`src/rtl/ata_pkg.sv`:
```
// Shared ATA PIO definitions: FSM state encoding and PIO mode 0 cycle counts in C14M cycles.
// Also used by the ata decode block.
package ata_pkg;

  typedef enum logic [2:0] {
    ST_IDLE    = 3'd0,
    ST_SETUP   = 3'd1,
    ST_ACTIVE  = 3'd2,
    ST_HOLD    = 3'd3,
    ST_ACK     = 3'd4,
    ST_ROMWAIT = 3'd5,
    ST_RECOVER = 3'd6
  } ata_state_t;

  localparam int PIO0_SETUP_CYC   = 1;
  localparam int PIO0_ACTIVE_CYC  = 3;
  localparam int PIO0_HOLD_CYC    = 1;
  localparam int PIO0_RECOVER_CYC = 4;
  localparam int PIO0_ROM_CYC     = 2;
  localparam int PIO0_CNT_W       = 4;
  localparam int IORDY_TMO_W      = 6;

  // Counter preload for a phase of 'cyc' cycles; zero-length phases are skipped elsewhere.
  function automatic int cyc_load(input int cyc);
    return (cyc > 0) ? cyc - 1 : 0;
  endfunction

endpackage

```
`src/rtl/ata_iordy_sync.sv`:
```
// IORDY 2-flop synchronizer plus wait-stretch timeout; only built when ATA_IORDY_EN is defined.
module ata_iordy_sync
  import ata_pkg::*;
(
  input  logic clk,
  input  logic rst_n,
  input  logic iordy,
  input  logic wait_en,
  output logic stall
);

  logic [1:0]             sync_reg;
  logic [IORDY_TMO_W-1:0] tmo_reg;
  logic                   tmo_done;

  assign tmo_done = (tmo_reg == '1);
  // Stretch only while the device holds IORDY low and the timeout has not expired.
  assign stall    = wait_en && !sync_reg[1] && !tmo_done;

  always_ff @(posedge clk) begin
    if (!rst_n) begin
      sync_reg <= 2'b11;
      tmo_reg  <= '0;
    end else begin
      sync_reg <= {sync_reg[0], iordy};
      if (!wait_en)
        tmo_reg <= '0;
      else if (!sync_reg[1] && !tmo_done)
        tmo_reg <= tmo_reg + IORDY_TMO_W'(1);
    end
  end

endmodule

```
`src/rtl/ata_pio_timer.sv`:
```
// ATA PIO strobe / DTACK timer on C14M. IORDY stretching is compiled in with `define ATA_IORDY_EN.
// Strobes and DTACK are registered from the current state, gated by the address strobe.
module ata_pio_timer
  import ata_pkg::*;
#(
  parameter int SETUP_CYC   = PIO0_SETUP_CYC,
  parameter int ACTIVE_CYC  = PIO0_ACTIVE_CYC,
  parameter int HOLD_CYC    = PIO0_HOLD_CYC,
  parameter int RECOVER_CYC = PIO0_RECOVER_CYC,
  parameter int ROM_CYC     = PIO0_ROM_CYC,
  parameter int CNT_W       = PIO0_CNT_W
) (
  input  logic C14M,
  input  logic RESET_n,
  input  logic AS_CPU_n,
  input  logic RW_n,
  input  logic IDE_SEL,
  input  logic ROM_SEL,
  input  logic IORDY,
  output logic IDE_IOR_n,
  output logic IDE_IOW_n,
  output logic PIO_DTACK_n,
  output logic PIO_BUSY
);

  localparam logic [CNT_W-1:0] SETUP_LD   = CNT_W'(cyc_load(SETUP_CYC));
  localparam logic [CNT_W-1:0] ACTIVE_LD  = CNT_W'(cyc_load(ACTIVE_CYC));
  localparam logic [CNT_W-1:0] HOLD_LD    = CNT_W'(cyc_load(HOLD_CYC));
  localparam logic [CNT_W-1:0] RECOVER_LD = CNT_W'(cyc_load(RECOVER_CYC));
  localparam logic [CNT_W-1:0] ROM_LD     = CNT_W'(cyc_load(ROM_CYC));

  localparam ata_state_t AFTER_ACTIVE = (HOLD_CYC == 0)    ? ST_ACK  : ST_HOLD;
  localparam ata_state_t AFTER_IDE    = (RECOVER_CYC == 0) ? ST_IDLE : ST_RECOVER;

  ata_state_t       state_reg, state_next;
  logic [CNT_W-1:0] cnt_reg, cnt_next;
  logic             rw_reg, rw_next;
  logic             rom_reg, rom_next;
  logic             ior_n_reg, iow_n_reg, dtack_n_reg;

  ata_state_t       start_state;
  logic [CNT_W-1:0] start_cnt;
  logic             start_rw, start_rom, start_req;
  logic             cnt_zero, stall;

  assign cnt_zero  = (cnt_reg == '0);
  assign start_req = !AS_CPU_n && (IDE_SEL || ROM_SEL);

`ifdef ATA_IORDY_EN
  logic iordy_wait;
  assign iordy_wait = (state_reg == ST_ACTIVE) && cnt_zero && !AS_CPU_n;

  ata_iordy_sync u_iordy (
    .clk     (C14M),
    .rst_n   (RESET_n),
    .iordy   (IORDY),
    .wait_en (iordy_wait),
    .stall   (stall)
  );
`else
  logic iordy_unused;
  assign iordy_unused = IORDY;
  assign stall        = 1'b0;
`endif

  // Cycle launch, shared by IDLE and by a request that waited out RECOVER; IDE wins over ROM.
  always_comb begin
    start_state = ST_ROMWAIT;
    start_cnt   = ROM_LD;
    start_rw    = rw_reg;
    start_rom   = 1'b1;
    if (IDE_SEL) begin
      start_rom = 1'b0;
      start_rw  = RW_n;
      if (SETUP_CYC == 0) begin
        start_state = ST_ACTIVE;
        start_cnt   = ACTIVE_LD;
      end else begin
        start_state = ST_SETUP;
        start_cnt   = SETUP_LD;
      end
    end
  end

  always_comb begin
    state_next = state_reg;
    cnt_next   = cnt_zero ? '0 : cnt_reg - CNT_W'(1);
    rw_next    = rw_reg;
    rom_next   = rom_reg;
    case (state_reg)
      ST_IDLE: begin
        if (start_req) begin
          state_next = start_state;
          cnt_next   = start_cnt;
          rw_next    = start_rw;
          rom_next   = start_rom;
        end
      end
      ST_SETUP: begin
        if (AS_CPU_n) begin
          state_next = ST_IDLE;
        end else if (cnt_zero) begin
          state_next = ST_ACTIVE;
          cnt_next   = ACTIVE_LD;
        end
      end
      ST_ACTIVE: begin
        if (AS_CPU_n) begin
          state_next = AFTER_IDE;
          cnt_next   = RECOVER_LD;
        end else if (cnt_zero && !stall) begin
          state_next = AFTER_ACTIVE;
          cnt_next   = HOLD_LD;
        end
      end
      ST_HOLD: begin
        if (AS_CPU_n) begin
          state_next = AFTER_IDE;
          cnt_next   = RECOVER_LD;
        end else if (cnt_zero) begin
          state_next = ST_ACK;
        end
      end
      ST_ROMWAIT: begin
        if (AS_CPU_n)
          state_next = ST_IDLE;
        else if (cnt_zero)
          state_next = ST_ACK;
      end
      ST_ACK: begin
        if (AS_CPU_n) begin
          state_next = rom_reg ? ST_IDLE : AFTER_IDE;
          cnt_next   = RECOVER_LD;
        end
      end
      ST_RECOVER: begin
        if (cnt_zero) begin
          if (start_req) begin
            state_next = start_state;
            cnt_next   = start_cnt;
            rw_next    = start_rw;
            rom_next   = start_rom;
          end else begin
            state_next = ST_IDLE;
          end
        end
      end
      default: state_next = ST_IDLE;
    endcase
  end

  always_ff @(posedge C14M) begin
    if (!RESET_n) begin
      state_reg   <= ST_IDLE;
      cnt_reg     <= '0;
      rw_reg      <= 1'b1;
      rom_reg     <= 1'b0;
      ior_n_reg   <= 1'b1;
      iow_n_reg   <= 1'b1;
      dtack_n_reg <= 1'b1;
    end else begin
      state_reg   <= state_next;
      cnt_reg     <= cnt_next;
      rw_reg      <= rw_next;
      rom_reg     <= rom_next;
      ior_n_reg   <= !((state_reg == ST_ACTIVE) && !AS_CPU_n && rw_reg);
      iow_n_reg   <= !((state_reg == ST_ACTIVE) && !AS_CPU_n && !rw_reg);
      // ROM has no strobe to wait out, so its DTACK fires on the edge ROMWAIT completes.
      dtack_n_reg <= !(!AS_CPU_n && ((state_reg == ST_ACK) ||
                                     ((state_reg == ST_ROMWAIT) && cnt_zero)));
    end
  end

  assign IDE_IOR_n   = ior_n_reg;
  assign IDE_IOW_n   = iow_n_reg;
  assign PIO_DTACK_n = dtack_n_reg;
  assign PIO_BUSY    = (state_reg != ST_IDLE);

endmodule

```
`config.mk`:
```
export PLATFORM = sky130hd
export DESIGN_NAME = ata_pio_timer
export DESIGN_NICKNAME = d
export VERILOG_FILES = /design/src/rtl/ata_pkg.sv /design/src/rtl/ata_iordy_sync.sv /design/src/rtl/ata_pio_timer.sv
export SDC_FILE = /design/constraint.sdc
export NUM_CORES = 1
export LEC_CHECK = 0
export ABC_AREA = 0
export BUFFER_PORTS_ARGS = -buffer_cell sky130_fd_sc_hd__buf_2
export CAP_MARGIN = 0
export CORE_UTILIZATION = 60
export CTS_BUF_LIST = sky130_fd_sc_hd__clkbuf_4
export CTS_CLUSTER_DIAMETER = 40
export DETAILED_ROUTE_END_ITERATION = 12
export PLACE_DENSITY = 0.82
export SLEW_MARGIN = 20
export SYNTH_ARGS = -nofsm -noshare
export SYNTH_HDL_FRONTEND = slang
export SYNTH_SLANG_ARGS = --single-unit
```
`constraint.sdc`:
```
create_clock -name C14M -period 4.45 [get_ports C14M]
set_clock_uncertainty 0.1 [all_clocks]
set_input_delay 0.2225 -clock C14M [delete_from_list [all_inputs] [get_ports C14M]]
set_output_delay 0.2225 -clock C14M [all_outputs]
set_load 0.005 [all_outputs]
```
Yosys cells after proc, flatten, opt, wreduce, memory -nomap -nowiden
Cells that the tools add are included.
Storage, ports and cells
  bits in registers: 12
  bits in latches: 0
  RAM bits: 0
  ROM bits: 0
  output and inout port bits: 4
  memories kept: 0
Operators by class
  add/subtract/negate cells: 1
  multiply operators: 0
  divide/modulo/power cells: 0
  $lt $le $gt $ge: 0
  equal/unequal tests: 11
  shift operators: 0
  mux-type cells: 32
  bitwise gates (word level): 0
  reduce and logical (&&, ||, !) cells: 20
Operators by type and width (number)
  two-way mux 3 bit: 13
  two-way mux 4 bit: 8
  case mux 3 bit (7 select lines): 1
  case mux 4 bit (5 select lines): 1
  == test 3 bit (second input constant): 3
  two-way mux 1 bit: 7
  == test 3 x 2 -> 1 bit (second input constant): 2
  logical AND 1 bit: 6
  != test 2 bit (second input constant): 3
  != test 3 bit (second input constant): 2
  zero test 1 bit: 5
  AND reduction 5 bit: 1
  zero test 4 bit: 1
  case mux 1 bit (2 select lines): 2
  subtractor 4 x 1 -> 4 bit (second input constant): 1
  == test 3 x 1 -> 1 bit (second input constant): 1
  zero test 3 bit: 1
  nonzero test 3 bit: 1
  logical OR 1 bit: 2
  AND reduction 2 bit: 1
  nonzero test 2 bit: 1
  OR reduction 2 bit: 1

Depth between registers and ports, before layout
Gate-level depths: netlist (run 1).
  word-level depth: 5
  mapped depth: 7

Least setup slack after synthesis (run 1)
No wires, ideal clock.
  kind: flip-flop to flip-flop
  start point: register cnt_reg[0]
  end point: register cnt_reg[1]
  data arrival time: 1.589 ns
  setup slack: 2.645 ns
  cell stages (with the launch flop): 8
  buffers on the path: 1
  period minus slack after synthesis: 1.805 ns
  cells stage by stage: dfxtp_1 -> inv_1 -> ha_1 -> or3b_1 -> buf_6 -> a221oi_2 -> o31ai_1 -> a41o_1
On the way
  word-level cells in the longest chain between the ends: 5
  elaborated cells on any way between the ends: 11
  those cells by class: add/sub: 1; mux: 9; reduce/logical: 1
Ends and longest elaborated chain
  start, declared: line ata_pio_timer.sv:36  | logic [CNT_W-1:0] cnt_reg, cnt_next;
  start signal, assigned: line ata_pio_timer.sv:163  | cnt_reg <= cnt_next;
  subtractor 4 x 1 -> 4 bit / zero test 4 bit (equally long branches): line ata_pio_timer.sv:87, ata_pio_timer.sv:46
  two-way mux 4 bit: line ata_pio_timer.sv:87  | cnt_next = cnt_zero ? '0 : cnt_reg - CNT_W'(1);
  two-way mux 4 bit (on tied branches)
  two-way mux 4 bit (on tied branches): line ata_pio_timer.sv:137, ata_pio_timer.sv:100, ata_pio_timer.sv:108
  case mux 4 bit (5 select lines) *: line ata_pio_timer.sv:90  | case (state_reg)
Mark *: on every way between the ends. The rest lies on a longest branch, timed or not.
A chain may end at the register's enable or synchronous reset.

Worst setup path after layout (run 1)
  start point: register state_reg[1]
  end point: register rw_reg
On the way
  word-level cells in the longest chain between the ends: 3
  elaborated cells on any way between the ends: 6
  those cells by class: eq/ne: 2; mux: 1; reduce/logical: 3
Ends and longest elaborated chain
  start, declared: line ata_pio_timer.sv:35  | ata_state_t state_reg, state_next;
  start signal, assigned: line ata_pio_timer.sv:162  | state_reg <= state_next;
  == test 3 bit / zero test 3 bit (equally long branches): line ata_pio_timer.sv:90
  != test 2 bit (no source line) / nonzero test 2 bit (equally long branches)
  AND reduction 2 bit (no source line)
  end signal, assigned: line ata_pio_timer.sv:164  | rw_reg <= rw_next;
  end, declared: line ata_pio_timer.sv:37  | logic rw_reg, rw_next;
Several ways; a longest one is shown, not always the timed one.

==> summary by stage, run 1 <==
Power
The internal power of the cells totals 0.2893 mW. The static leakage power is 0.3213 nW. The power density of the placed cells is 596.3 mW/mm². Summed over all nets, the switching power comes to 0.2330 mW. The proportion of power drawn by flip-flops and latches is 0.365.

The maximum resistive drop on vdd is 0.3669 mV. Of the total power, combinational logic draws 0.506. The share of total power dissipated in the clock network is 0.129. The switching share of total power is 0.4461.

Timing
The total count of max-transition violations in the final report was 0. The number of endpoints with negative hold slack in the final report is 0. The tightest hold path in the finished design has a slack of 0.09570 ns. Dividing the final minimum period by the clock period gives 0.4715.

For this run, the top clock speed supported by timing is 0.4767 GHz. The final critical delay including setup and external delays is 2.098 ns. Setup violations remaining at the end of the flow were counted as 0. Adding up every negative setup slack in the final design gives 0 ns.

The worst max-slew margin expressed relative to the limit is 0.5028. Setup repair after global routing left no endpoint under its margin. For the pin with the worst max-slew slack, the measured transition is 0.7448 ns. The final worst-path setup slack is 2.352 ns.

Finish
After the last flow step, the layout net total stands at 115. Leaving out filler cells and counting taps, the final layout contains 120. The number of antenna cells inserted is 0. The filler cell count is 123. In the final layout, the share of cells above drive strength 1 is 0.1524. The final cell utilization of the core is 0.6731. The number of flip-flops under the largest register name is 4. The area growth from synthesis to final layout is 4.478%.

Yosys
Yosys printed 0 warnings. By area the synthesized netlist is led by sky130_fd_sc_hd__dfxtp_1, sky130_fd_sc_hd__nor2_1, sky130_fd_sc_hd__o21bai_1. Among all cell types in the netlist, the one instantiated most often is sky130_fd_sc_hd__dfxtp_1. For this run, the register share of the synthesized area comes to 0.2866.

The biggest area contributor in the post-synthesis netlist is sky130_fd_sc_hd__dfxtp_1. The synthesized area per cell is 8.219 µm². Summing every instance area after synthesis gives 838.3 µm².

After synthesis the netlist holds a flip-flop and latch count of 12. The number of instances in the synthesized netlist is 102. Ranked by instance count, the synthesized netlist is headed by sky130_fd_sc_hd__dfxtp_1, sky130_fd_sc_hd__nor2_1, sky130_fd_sc_hd__inv_1, sky130_fd_sc_hd__nand2_1. Counting flops with an async set or reset pin after synthesis yields a share of 0.

Counting every net in the synthesized netlist gives 111. The number of enable flip-flop cells after synthesis is 0. The count of cell types in the netlist is 45. Of the post-synthesis cell area, the dominant cell type holds 0.2866.

The most frequently used flop master after synthesis is sky130_fd_sc_hd__dfxtp_1.

CTS
The number of clock buffers added by TritonCTS is 3. The cell sitting at the root of the clock tree is a sky130_fd_sc_hd__clkbuf_4. Counting along the longest clock path gives a buffer depth of 2.

Clock latency on the worst-skew pair, taken at its later pin, is 0.27 ns. The clock-pin slew reported for the worst setup and hold paths after clock tree synthesis is 0.07 ns. The number of post-CTS setup repair buffers is 0. In this run, post-CTS repair resized a total of 0 instances. The clock tree from TritonCTS is done.

The total clock sinks is 12. The number of hold buffers added after CTS was 0. In this run the number of H-tree levels came out at 1.

Critical path
The worst path arrival time is 2.15 ns. The critical path endpoint category is a flop. In this run the worst setup path begins at state_reg[1].

The worst register-to-register path has a depth of 4. The worst setup path is of the flop to flop kind. The critical path capture point is rw_reg. The startpoint identified for the worst register-to-register timing path is state_reg[1]. The required time at the endpoint of the critical path is 4.50 ns. The element type at the critical path start is a flop.

The largest fanout of any net on the critical path is 21. In this run the register-to-register setup slack is 2.35 ns. The capture point of the worst reg-to-reg path is rw_reg.

Placement
The placed wire-length estimate after detailed placement is 1.264 mm. The worst setup slack after placement is 2.415 ns. Routability-driven placement finished with a final weighted congestion of 0.7933. The cell count after placement is 116. During placement, the flow inserted port buffers numbering 9.

Detailed routing
The residual DRC count is 0. In this run the remaining antenna-violating nets after routing total 0. The total number of vias is 779. After the first detailed-routing iteration, the DRC count stood at 27.

The wire length reported by the detailed router is 1.774 mm. The detailed-router iteration count before antenna repair is 4. Dividing the detail-routed wire length by the instance count gives 14.78 µm. The per-cell via count in the routed design is 6.492.

Job
The max-cap check violation count is 0.

Die
The die covers 0.001551 mm². The die is 39.38 µm wide. The area of the core is 0.001301 mm². The initial utilization of the core area, before any placement, comes to 0.6442. The initialized floorplan defines 13 standard-cell rows.

The number of placed I/O pins is 11. In this run the vertical extent of the chip is 39.38 µm.

Hold path
The class of the most critical hold timing path is input pin to flop. The startpoint of the most critical hold path is RW_n.

Global routing
The via count of the first global-routing pass is 636. The initial antenna violation count was 0. The total routing usage reported by global routing is 0.2746. The first-pass GRT wire length is 2.849 mm. The pin count of the biggest net entering global routing is 24.

The leftover overflow at the end of global routing is 0.

Outcome
The flow ran to the end, and the final reports show no timing, DRC or antenna violations.
==> kinds of logic (layout without fill, tap and decap cells) <==
logic type	after synthesis	count (layout)	synth area share
AND/OR/NAND/NOR	39	39	0.2806
AO/OA/AOI/OAI	29	29	0.2687
buffers and inverters	16	19	0.08954
flip-flops	12	12	0.2866
adder cells (fa/ha/maj)	2	2	0.02985
XOR/XNOR	2	2	0.02090
multiplexers	2	2	0.02388
==> cells in the final DEF (no fill, tap or decap), types with 2 or more instances in the layout <==
master	n
sky130_fd_sc_hd__a211oi_1	2
sky130_fd_sc_hd__a21oi_1	4
sky130_fd_sc_hd__a22oi_1	2
sky130_fd_sc_hd__a31oi_1	2
sky130_fd_sc_hd__buf_2	9
sky130_fd_sc_hd__clkbuf_4	3
sky130_fd_sc_hd__dfxtp_1	12
sky130_fd_sc_hd__ha_1	2
sky130_fd_sc_hd__inv_1	6
sky130_fd_sc_hd__mux2i_1	2
sky130_fd_sc_hd__nand2_1	6
sky130_fd_sc_hd__nand3_1	2
sky130_fd_sc_hd__nand4b_1	2
sky130_fd_sc_hd__nor2_1	8
sky130_fd_sc_hd__nor2b_1	4
sky130_fd_sc_hd__nor3_1	5
sky130_fd_sc_hd__o21ai_0	2
sky130_fd_sc_hd__o21bai_1	4
sky130_fd_sc_hd__or3b_1	2
sky130_fd_sc_hd__xnor2_1	2
==> critical path, stage by stage, from the launching register on <==
cell	delay (ns)
sky130_fd_sc_hd__dfxtp_1	0.77
sky130_fd_sc_hd__nand4bb_2	0.29
sky130_fd_sc_hd__a2111oi_2	0.51
sky130_fd_sc_hd__mux2i_1	0.23
sky130_fd_sc_hd__nand2_1	0.08
==> metal layers <==
layer / part of all wire / GRT usage / vias up
met5: 0 / 0 / -
met4: 0.0079 / 0.05172 / 0
met3: 0.047 / 0.05114 / 4
met2: 0.49 / 0.4667 / 23
met1: 0.45 / 0.3584 / 364
li1: - / - / 388
==> power groups by stage <==
| stage | Clock (mW) | Sequential, mW | Combinational (mW) |
|---|---|---|---|
| 6_report | 0.0675 | 0.190 | 0.264 |
| 5_1_grt | 0.0759 | 0.198 | 0.291 |
| 4_1_cts | 0.0685 | 0.189 | 0.263 |
| 3_5_place_dp | 0 | 0.192 | 0.262 |
| 3_3_place_gp | 0 | 0.189 | 0.252 |
| 2_1_floorplan | 0 | 0.152 | 0.267 |
==> final cells by class <==
cell class              instances  area, µm²  share of cell area
well taps                      15      18.77             0.02143
clock buffers                   3      22.52             0.02571
inverters                       6      22.52             0.02571
clock inverters                 1      3.754            0.004286
multi-input cells              74      523.0              0.5971
flip-flops and latches         12      240.2              0.2743
repair buffers                  9      45.04             0.05143
==> per-stage QoR <==
stage | area (µm²) | power, mW
2_1_floorplan | 838.3 | 0.4194
4_1_cts | 875.8 | 0.5211
3_5_place_dp | 849.6 | 0.4538
6_report | 875.8 | 0.5222
3_3_place_gp | 849.6 | 0.4410
5_1_grt | 875.8 | 0.5647
==> worst min path at each step <==
stage / endpoint / cells after the start
2_1_floorplan: rw_reg / 2
6_report: rw_reg / 3
3_3_place_gp: IDE_IOR_n / 1
5_1_grt: rw_reg / 3
4_1_cts: rw_reg / 3
3_5_place_dp: IDE_IOR_n / 1
No activity file was read; power rests on OpenSTA's default activity.
==> run 2: changes to the inputs <==
--- a/config.mk
+++ b/config.mk
@@ -8,11 +8,11 @@
 export ABC_AREA = 0
 export BUFFER_PORTS_ARGS = -buffer_cell sky130_fd_sc_hd__buf_2
 export CAP_MARGIN = 0
-export CORE_UTILIZATION = 60
+export CORE_UTILIZATION = 53
 export CTS_BUF_LIST = sky130_fd_sc_hd__clkbuf_4
 export CTS_CLUSTER_DIAMETER = 40
 export DETAILED_ROUTE_END_ITERATION = 12
-export PLACE_DENSITY = 0.82
+export PLACE_DENSITY = 0.77
 export SLEW_MARGIN = 20
 export SYNTH_ARGS = -nofsm -noshare
 export SYNTH_HDL_FRONTEND = slang
==> constraint.sdc (replaced) <==
create_clock -name C14M -period 1.7 [get_ports C14M]
set_clock_uncertainty 0.1 [all_clocks]
set_input_delay 0.085 -clock C14M [delete_from_list [all_inputs] [get_ports C14M]]
set_output_delay 0.085 -clock C14M [all_outputs]
set_load 0.005 [all_outputs]
==> summary by stage, run 2 (same netlist as run 1, synthesis figures left out) <==
Outcome
The run finished, with violations left. The final reports fail on setup timing.

Power
The switching power of the nets is 0.7108 mW. The combinational cell fraction of total power is 0.634. The share of total power in the clock network is 0.113.

Of the total power, the share spent switching nets is 0.4295. The power density of the placed cells is 1601 mW/mm². The maximum resistive drop on vdd is 0.8391 mV. For this design the static power due to leakage is 0.4009 nW. Internal power comes to 0.9440 mW.

The proportion of power drawn by flip-flops and latches is 0.253. Power comes to 1.655 mW.

CTS
The clock-pin slew reported for the worst setup and hold paths after clock tree synthesis is 0.09 ns. Clock tree synthesis inserted a total of 3 buffers. The clock reaches the later pin of the worst-skew pair after 0.27 ns. The tree is rooted in a sky130_fd_sc_hd__clkbuf_4. TritonCTS built the clock tree. Counting along the longest clock path gives a buffer depth of 2. The clock drives 12 sinks. The H-tree depth is 1.

Global routing
After global routing, the most crowded layer is met2. The initial antenna violation count is 0. The leftover overflow at the end of global routing is 0. The via count of the first global-routing pass is 773. The total routing usage reported by global routing is 0.2626. The global-route met2 utilization is 0.4188. The global-route met3 utilization is 0.05217.

For met1 alone, demand over resource in global routing was 0.3539. The first global-routing pass estimated 3.553 mm of wire. The pin count of the biggest net entering global routing is 17.

Critical path
In this run the register-to-register setup slack is -0.04 ns. Of all nets on the critical path, the largest fanout is 5. Data on the critical path is required at its endpoint by 1.76 ns. STA classifies the critical path startpoint as a flop. The critical path class is flop to flop. The worst path arrival time is 1.80 ns. STA classifies the critical path endpoint as a flop.

Detailed routing
The wire length per cell is 16.01 µm. The remaining antenna violation count after routing is 0. For this run, design rule violations remaining after detail routing come to 0. The pre-antenna-repair detailed-routing pass consisted of 5 iterations. The per-cell via count in the routed design is 6.526.

After the first detailed-routing iteration, the DRC count stood at 52. The detailed router placed 881 vias in this run. The wire length reported by the detailed router is 2.162 mm.

Hold path
The class of the most critical hold timing path is input pin to flop.

Timing
Setup violations remaining at the end of the flow were counted as 1. The total count of max-transition violations in the final report was 0. Adding up every negative setup slack in the final design gives -0.04303 ns. For the finished layout, the period the worst path requires is 1.743 ns.

Once routing completed, OpenROAD measured the worst setup slack at -0.04303 ns. The maximum operating frequency is 0.5737 GHz. The worst max-slew margin expressed relative to the limit is 0.7337.

Setup repair after global routing could not meet its margin everywhere. For the pin with the worst max-slew slack, the measured transition is 0.3977 ns. The post-route fraction of the period consumed by the critical path is 1.025. The number of endpoints with negative hold slack in the final report is 0.

Placement
The final weighted congestion in routability-driven placement is 0.8409. The placed wire-length estimate after detailed placement is 1.485 mm. The cell area after placement is 960.9 µm². During placement, the flow inserted port buffers numbering 9.

Die
The starting density of the core is 0.6063. The chip width is 41.77 µm. The area of the core is 0.001383 mm².

Measured along the y axis, the die boundary spans 41.77 µm. In this run the count of I/O pins placed on the die edge is 11. The floorplan step defined a die boundary enclosing 0.001745 mm². The number of rows created at floorplan is 13.

Finish
The area growth from synthesis to layout is 23.28%. The register with the most flip-flops in the layout has 4 of them. The filler cell count is 109. The top cell types in the final layout, fill and taps aside, are sky130_fd_sc_hd__buf_4, sky130_fd_sc_hd__dfxtp_1, sky130_fd_sc_hd__buf_2, sky130_fd_sc_hd__nor2_1, sky130_fd_sc_hd__nand2_1. With fillers left out, the area of the finished cells amounts to 0.001033 mm².

The count of nets after finishing is 130. The library cell used most frequently in the layout, excluding fill and tap cells, is sky130_fd_sc_hd__buf_4. The number of antenna cells inserted is 0. Of the cells placed in the final design, the portion with a size suffix greater than 1 is 0.3083.

Job
The tool flagged a number of max-cap violations equal to 0.
## run 2: timing repair
| action | CTS | global route |
|---|---|---|
| setup buffers | 0 | 0 |
| pin swaps | 0 | 2 |
| gates resized for setup | 2 | 3 |
| setup endpoints to repair | 3 | 4 |
| hold buffers | 2 | 0 |
| hold endpoints to repair | 4 | 0 |
## run 2: final cells by class
class,instances,area [µm²],area share
clock buffers,3,22.52,0.02179
clock inverters,1,3.754,0.003632
inverters,6,22.52,0.02179
multi-input cells,74,560.5,0.5424
flip-flops and latches,12,242.7,0.2349
well taps,15,18.77,0.01816
repair buffers,24,162.7,0.1574
## run 2: final timing paths
path / to / start / depth (start not counted)
max reg2reg: cnt_reg[1] / cnt_reg[1] / 6
min: state_reg[0] / AS_CPU_n / 2
min reg2reg: IDE_IOR_n / rw_reg / 1
max: cnt_reg[1] / cnt_reg[1] / 6
## run 2: stage by stage
| stage | utilization | worst slack (ns) | hold WS, ns | cells |
|---|---|---|---|---|
| final | 0.7475 | -0.04303 | 0.04360 | 135 |
| after global routing | 0.7475 | -0.1191 | 0.04352 | 135 |
| after CTS | 0.7339 | -0.02997 | 0.03518 | 135 |
| after detailed placement | 0.6950 | -0.06483 | 0.2086 | 129 |
| after global placement | 0.6950 | -0.03027 | 0.2014 | 129 |
| after floorplan | - | 0.004450 | 0.1135 | 102 |
## run 2: per-layer routing
layer | vias up | part of all wire | wire [µm]
met5 | - | 0 | 0
met4 | 0 | 0.018 | 39
met3 | 12 | 0.086 | 187
met2 | 53 | 0.46 | 992
met1 | 399 | 0.44 | 943
li1 | 417 | - | -
## run 2: power groups by stage
stage	clock, mW	sequential [mW]	combinational (mW)
final	0.188	0.418	1.05
after global routing	0.204	0.432	1.12
after CTS	0.188	0.416	1.00
after detailed placement	0	0.418	0.961
after global placement	0	0.416	0.932
after floorplan	0	0.404	0.712
## run 2: worst max-delay path: stages (launching register included)
cell	delay [ns]
sky130_fd_sc_hd__dfxtp_2	0.33
sky130_fd_sc_hd__inv_2	0.08
sky130_fd_sc_hd__ha_4	0.15
sky130_fd_sc_hd__or3b_4	0.42
sky130_fd_sc_hd__a221oi_2	0.23
sky130_fd_sc_hd__o31ai_1	0.10
sky130_fd_sc_hd__a41o_1	0.23
==> run 3: changes to the inputs <==
--- a/config.mk
+++ b/config.mk
@@ -8,12 +8,11 @@
 export ABC_AREA = 0
 export BUFFER_PORTS_ARGS = -buffer_cell sky130_fd_sc_hd__buf_2
 export CAP_MARGIN = 0
-export CORE_UTILIZATION = 53
+export CORE_UTILIZATION = 58
 export CTS_BUF_LIST = sky130_fd_sc_hd__clkbuf_4
 export CTS_CLUSTER_DIAMETER = 40
 export DETAILED_ROUTE_END_ITERATION = 12
-export PLACE_DENSITY = 0.77
-export SLEW_MARGIN = 20
+export PLACE_DENSITY = 0.8
 export SYNTH_ARGS = -nofsm -noshare
 export SYNTH_HDL_FRONTEND = slang
 export SYNTH_SLANG_ARGS = --single-unit
==> constraint.sdc (replaced) <==
create_clock -name C14M -period 1.98 [get_ports C14M]
set_clock_uncertainty 0.1 [all_clocks]
set_input_delay 0.198 -clock C14M [delete_from_list [all_inputs] [get_ports C14M]]
set_output_delay 0.198 -clock C14M [all_outputs]
set_load 0.005 [all_outputs]
==> summary by stage, run 3 (same netlist as run 1, synthesis figures left out) <==
Die
The full die area is 0.001601 mm². The number of placed I/O pins is 11. The starting density of the core is 0.6363. The chip width is 40.02 µm. After floorplanning, the core was sized to cover 0.001318 mm².

The floorplan has 13 rows. The die extent in y is 40.02 µm.

Power
The maximum resistive drop on vdd is 0.8038 mV. The share of total power in the clock network is 0.127. The switching share of total power is 0.4259. For this design the total switching power over the nets is 0.5576 mW. Of the total power, registers draw 0.289. The cell internal power dissipation is 0.7515 mW. Power spread over the standard cell area amounts to 1410 mW/mm². The combinational cell fraction of total power is 0.583. In this run the static leakage power is 0.3491 nW.

Critical path
The slowest stage cell on the critical path is sky130_fd_sc_hd__or3b_4. The reg-to-reg startpoint is cnt_reg[0]. The largest fanout of any net on the critical path is 6. The endpoint identified for the worst register-to-register timing path is cnt_reg[1]. The element type at the critical path start is a flop. The largest stage delay on the critical path is 0.44 ns. STA classifies the critical path endpoint as a flop. Data arrives at the worst endpoint at 1.95 ns. The length in cells of the worst reg-to-reg path is 6. The critical path goes through inv_1 -> ha_1 -> or3b_4 -> a221oi_2 -> o31ai_1 -> a41o_1. The critical path is of the flop to flop type. The reg-to-reg setup timing slack is 0.12 ns. The required time at the endpoint of the critical path is 2.06 ns.

Placement
The number of buffer cells added on primary ports is 9. The congestion estimate from routability-driven global placement came to 0.8753. Summing all placed instances gives a cell area of 899.6 µm².

The placed wire-length estimate after detailed placement is 1.306 mm.

Finish
For this run, the post-layout net count is 120. The most frequent standard cell in the layout excluding fill and tap cells is sky130_fd_sc_hd__dfxtp_1. With fillers left out, the area of the finished cells amounts to 928.4 µm². The share of post-route cells with drive strength above 1 is 0.2000. The register with the most flip-flops in the layout has 4 of them. The area growth from synthesis to final layout is 10.75%.

The number of antenna diodes in the final layout is 0. The library cells used most frequently in the layout, excluding fill and tap cells, are sky130_fd_sc_hd__dfxtp_1, sky130_fd_sc_hd__buf_2, sky130_fd_sc_hd__nor2_1, sky130_fd_sc_hd__inv_1, sky130_fd_sc_hd__nand2_1.

Hold path
In this run the most critical hold path is launched from RW_n. Counting instances, the worst hold path has a depth of 3. The class of the most critical hold timing path is input pin to flop. The worst hold path terminates at rw_reg.

Global routing
The initial antenna violation count is 0. The leftover overflow at the end of global routing is 0. The total routing usage reported by global routing is 0.2811. The first global-routing pass estimated 2.967 mm of wire. The via count of the first global-routing pass is 672.

Entering global routing, the biggest net connects 20 pins.

Job
The tool flagged a number of max-cap violations equal to 0.

Detailed routing
In the routed layout, each cell is associated on average with a via count of 6.232. The wire length reported by the detailed router is 1.863 mm. The final route contains 779 vias. The initial DRC count is 24. The residual DRC count is 0. In the final routed layout, each cell accounts on average for 14.90 µm.

The detailed-router iteration count before antenna repair is 4. The remaining antenna violation count after routing is 0.

Timing
The post-route fraction of the period consumed by the critical path is 0.9414. The maximum operating frequency is 0.5365 GHz. Setup violations remaining at the end of the flow were counted as 0.

Setup repair after global routing left no endpoint under its margin. The worst path needs 1.864 ns of the cycle, external delays included. The number of endpoints with negative hold slack in the final report is 0. The worst max-slew margin expressed relative to the limit is 0.7270. For the pin with the worst max-slew slack, the measured transition is 0.4090 ns. The total negative setup slack is 0 ns. The total count of max-transition violations in the final report is 0.

CTS
CTS built an H-tree with a depth of 1. The number of post-CTS setup repair buffers is 0. The total clock sinks is 12. After clock tree synthesis, the clock-pin slew on the worst setup and hold paths is 0.08 ns. The count of cells resized by post-cts repair is 0. The maximum root-to-sink buffer count is 2. The buffer cell driving the clock tree root is sky130_fd_sc_hd__clkbuf_4. The clock reaches the later pin of the worst-skew pair after 0.29 ns. The number of hold buffers added after CTS was 0. The clock buffer count from CTS is 3. The clock tree from TritonCTS is done.

Outcome
The flow ran to the end, and the final reports show no timing, DRC or antenna violations.
-- run 3: changes by cell type in the layout (fill, tap and decap cells not counted), moves of 2 or more --
cell / previous run / this run
sky130_fd_sc_hd__buf_4: 13 / 4
sky130_fd_sc_hd__dfxtp_1: 10 / 12
sky130_fd_sc_hd__dfxtp_2: 2 / 0
sky130_fd_sc_hd__dlygate4sd3_1: 2 / 0
sky130_fd_sc_hd__inv_1: 4 / 6
sky130_fd_sc_hd__inv_2: 2 / 0
-- run 3: power groups by stage --
stage | Clock [mW] | Combinational (mW) | Sequential (mW)
after floorplan | 0 | 0.600 | 0.343
after global placement | 0 | 0.716 | 0.377
after detailed placement | 0 | 0.737 | 0.380
after CTS | 0.169 | 0.739 | 0.376
after global routing | 0.179 | 0.843 | 0.388
final | 0.167 | 0.763 | 0.379
-- run 3: per-stage QoR --
stage / worst slack, ns / util / instances / hold slack (ns) / power [mW]
floorplan: 0.1747 / - / 102 / 0.2265 / 0.9427
global placement: 0.1169 / 0.6828 / 121 / 0.2940 / 1.092
detailed placement: 0.06405 / 0.6828 / 121 / 0.3069 / 1.117
CTS: 0.05322 / 0.7028 / 125 / 0.02138 / 1.284
global route: 0.02305 / 0.7047 / 125 / 0.05326 / 1.410
finish: 0.1160 / 0.7047 / 125 / 0.02488 / 1.309
-- run 3: final cells by class --
cell class	count	area [µm²]
Clock inverter	1	3.754
Tap cell	15	18.77
Fill cell	108	389.1
Timing Repair Buffer	14	95.09
Multi-Input combinational cell	74	525.5
Sequential cell	12	240.2
Inverter	6	22.52
Clock buffer	3	22.52
-- run 3: worst max-delay path, delay by kind of cell, from the launching register on --
kind	cells	cell delay [ns]
compound gates	3	0.60
buf+inv	1	0.10
simple gates	1	0.44
fa+ha+maj	1	0.21
flops	1	0.33
-- run 3: metal layers --
layer	global-route usage	vias up	share of wire
li1	-	395	-
met1	0.3467	357	0.46
met2	0.4194	20	0.46
met3	0.07222	7	0.048
met4	0.1983	0	0.032
met5	0	-	0
-- run 3: how the worst max path moves through the flow --
stage                     depth (start not counted)       start          to  slack (ns)
after global routing                              6  cnt_reg[0]      rw_reg        0.02
after global placement                            6  cnt_reg[0]  cnt_reg[1]        0.12
after floorplan                                   7  cnt_reg[0]  cnt_reg[1]        0.17
after detailed placement                          6  cnt_reg[0]  cnt_reg[1]        0.06
after CTS                                         6  cnt_reg[0]  cnt_reg[1]        0.05
final                                             6  cnt_reg[0]  cnt_reg[1]        0.12
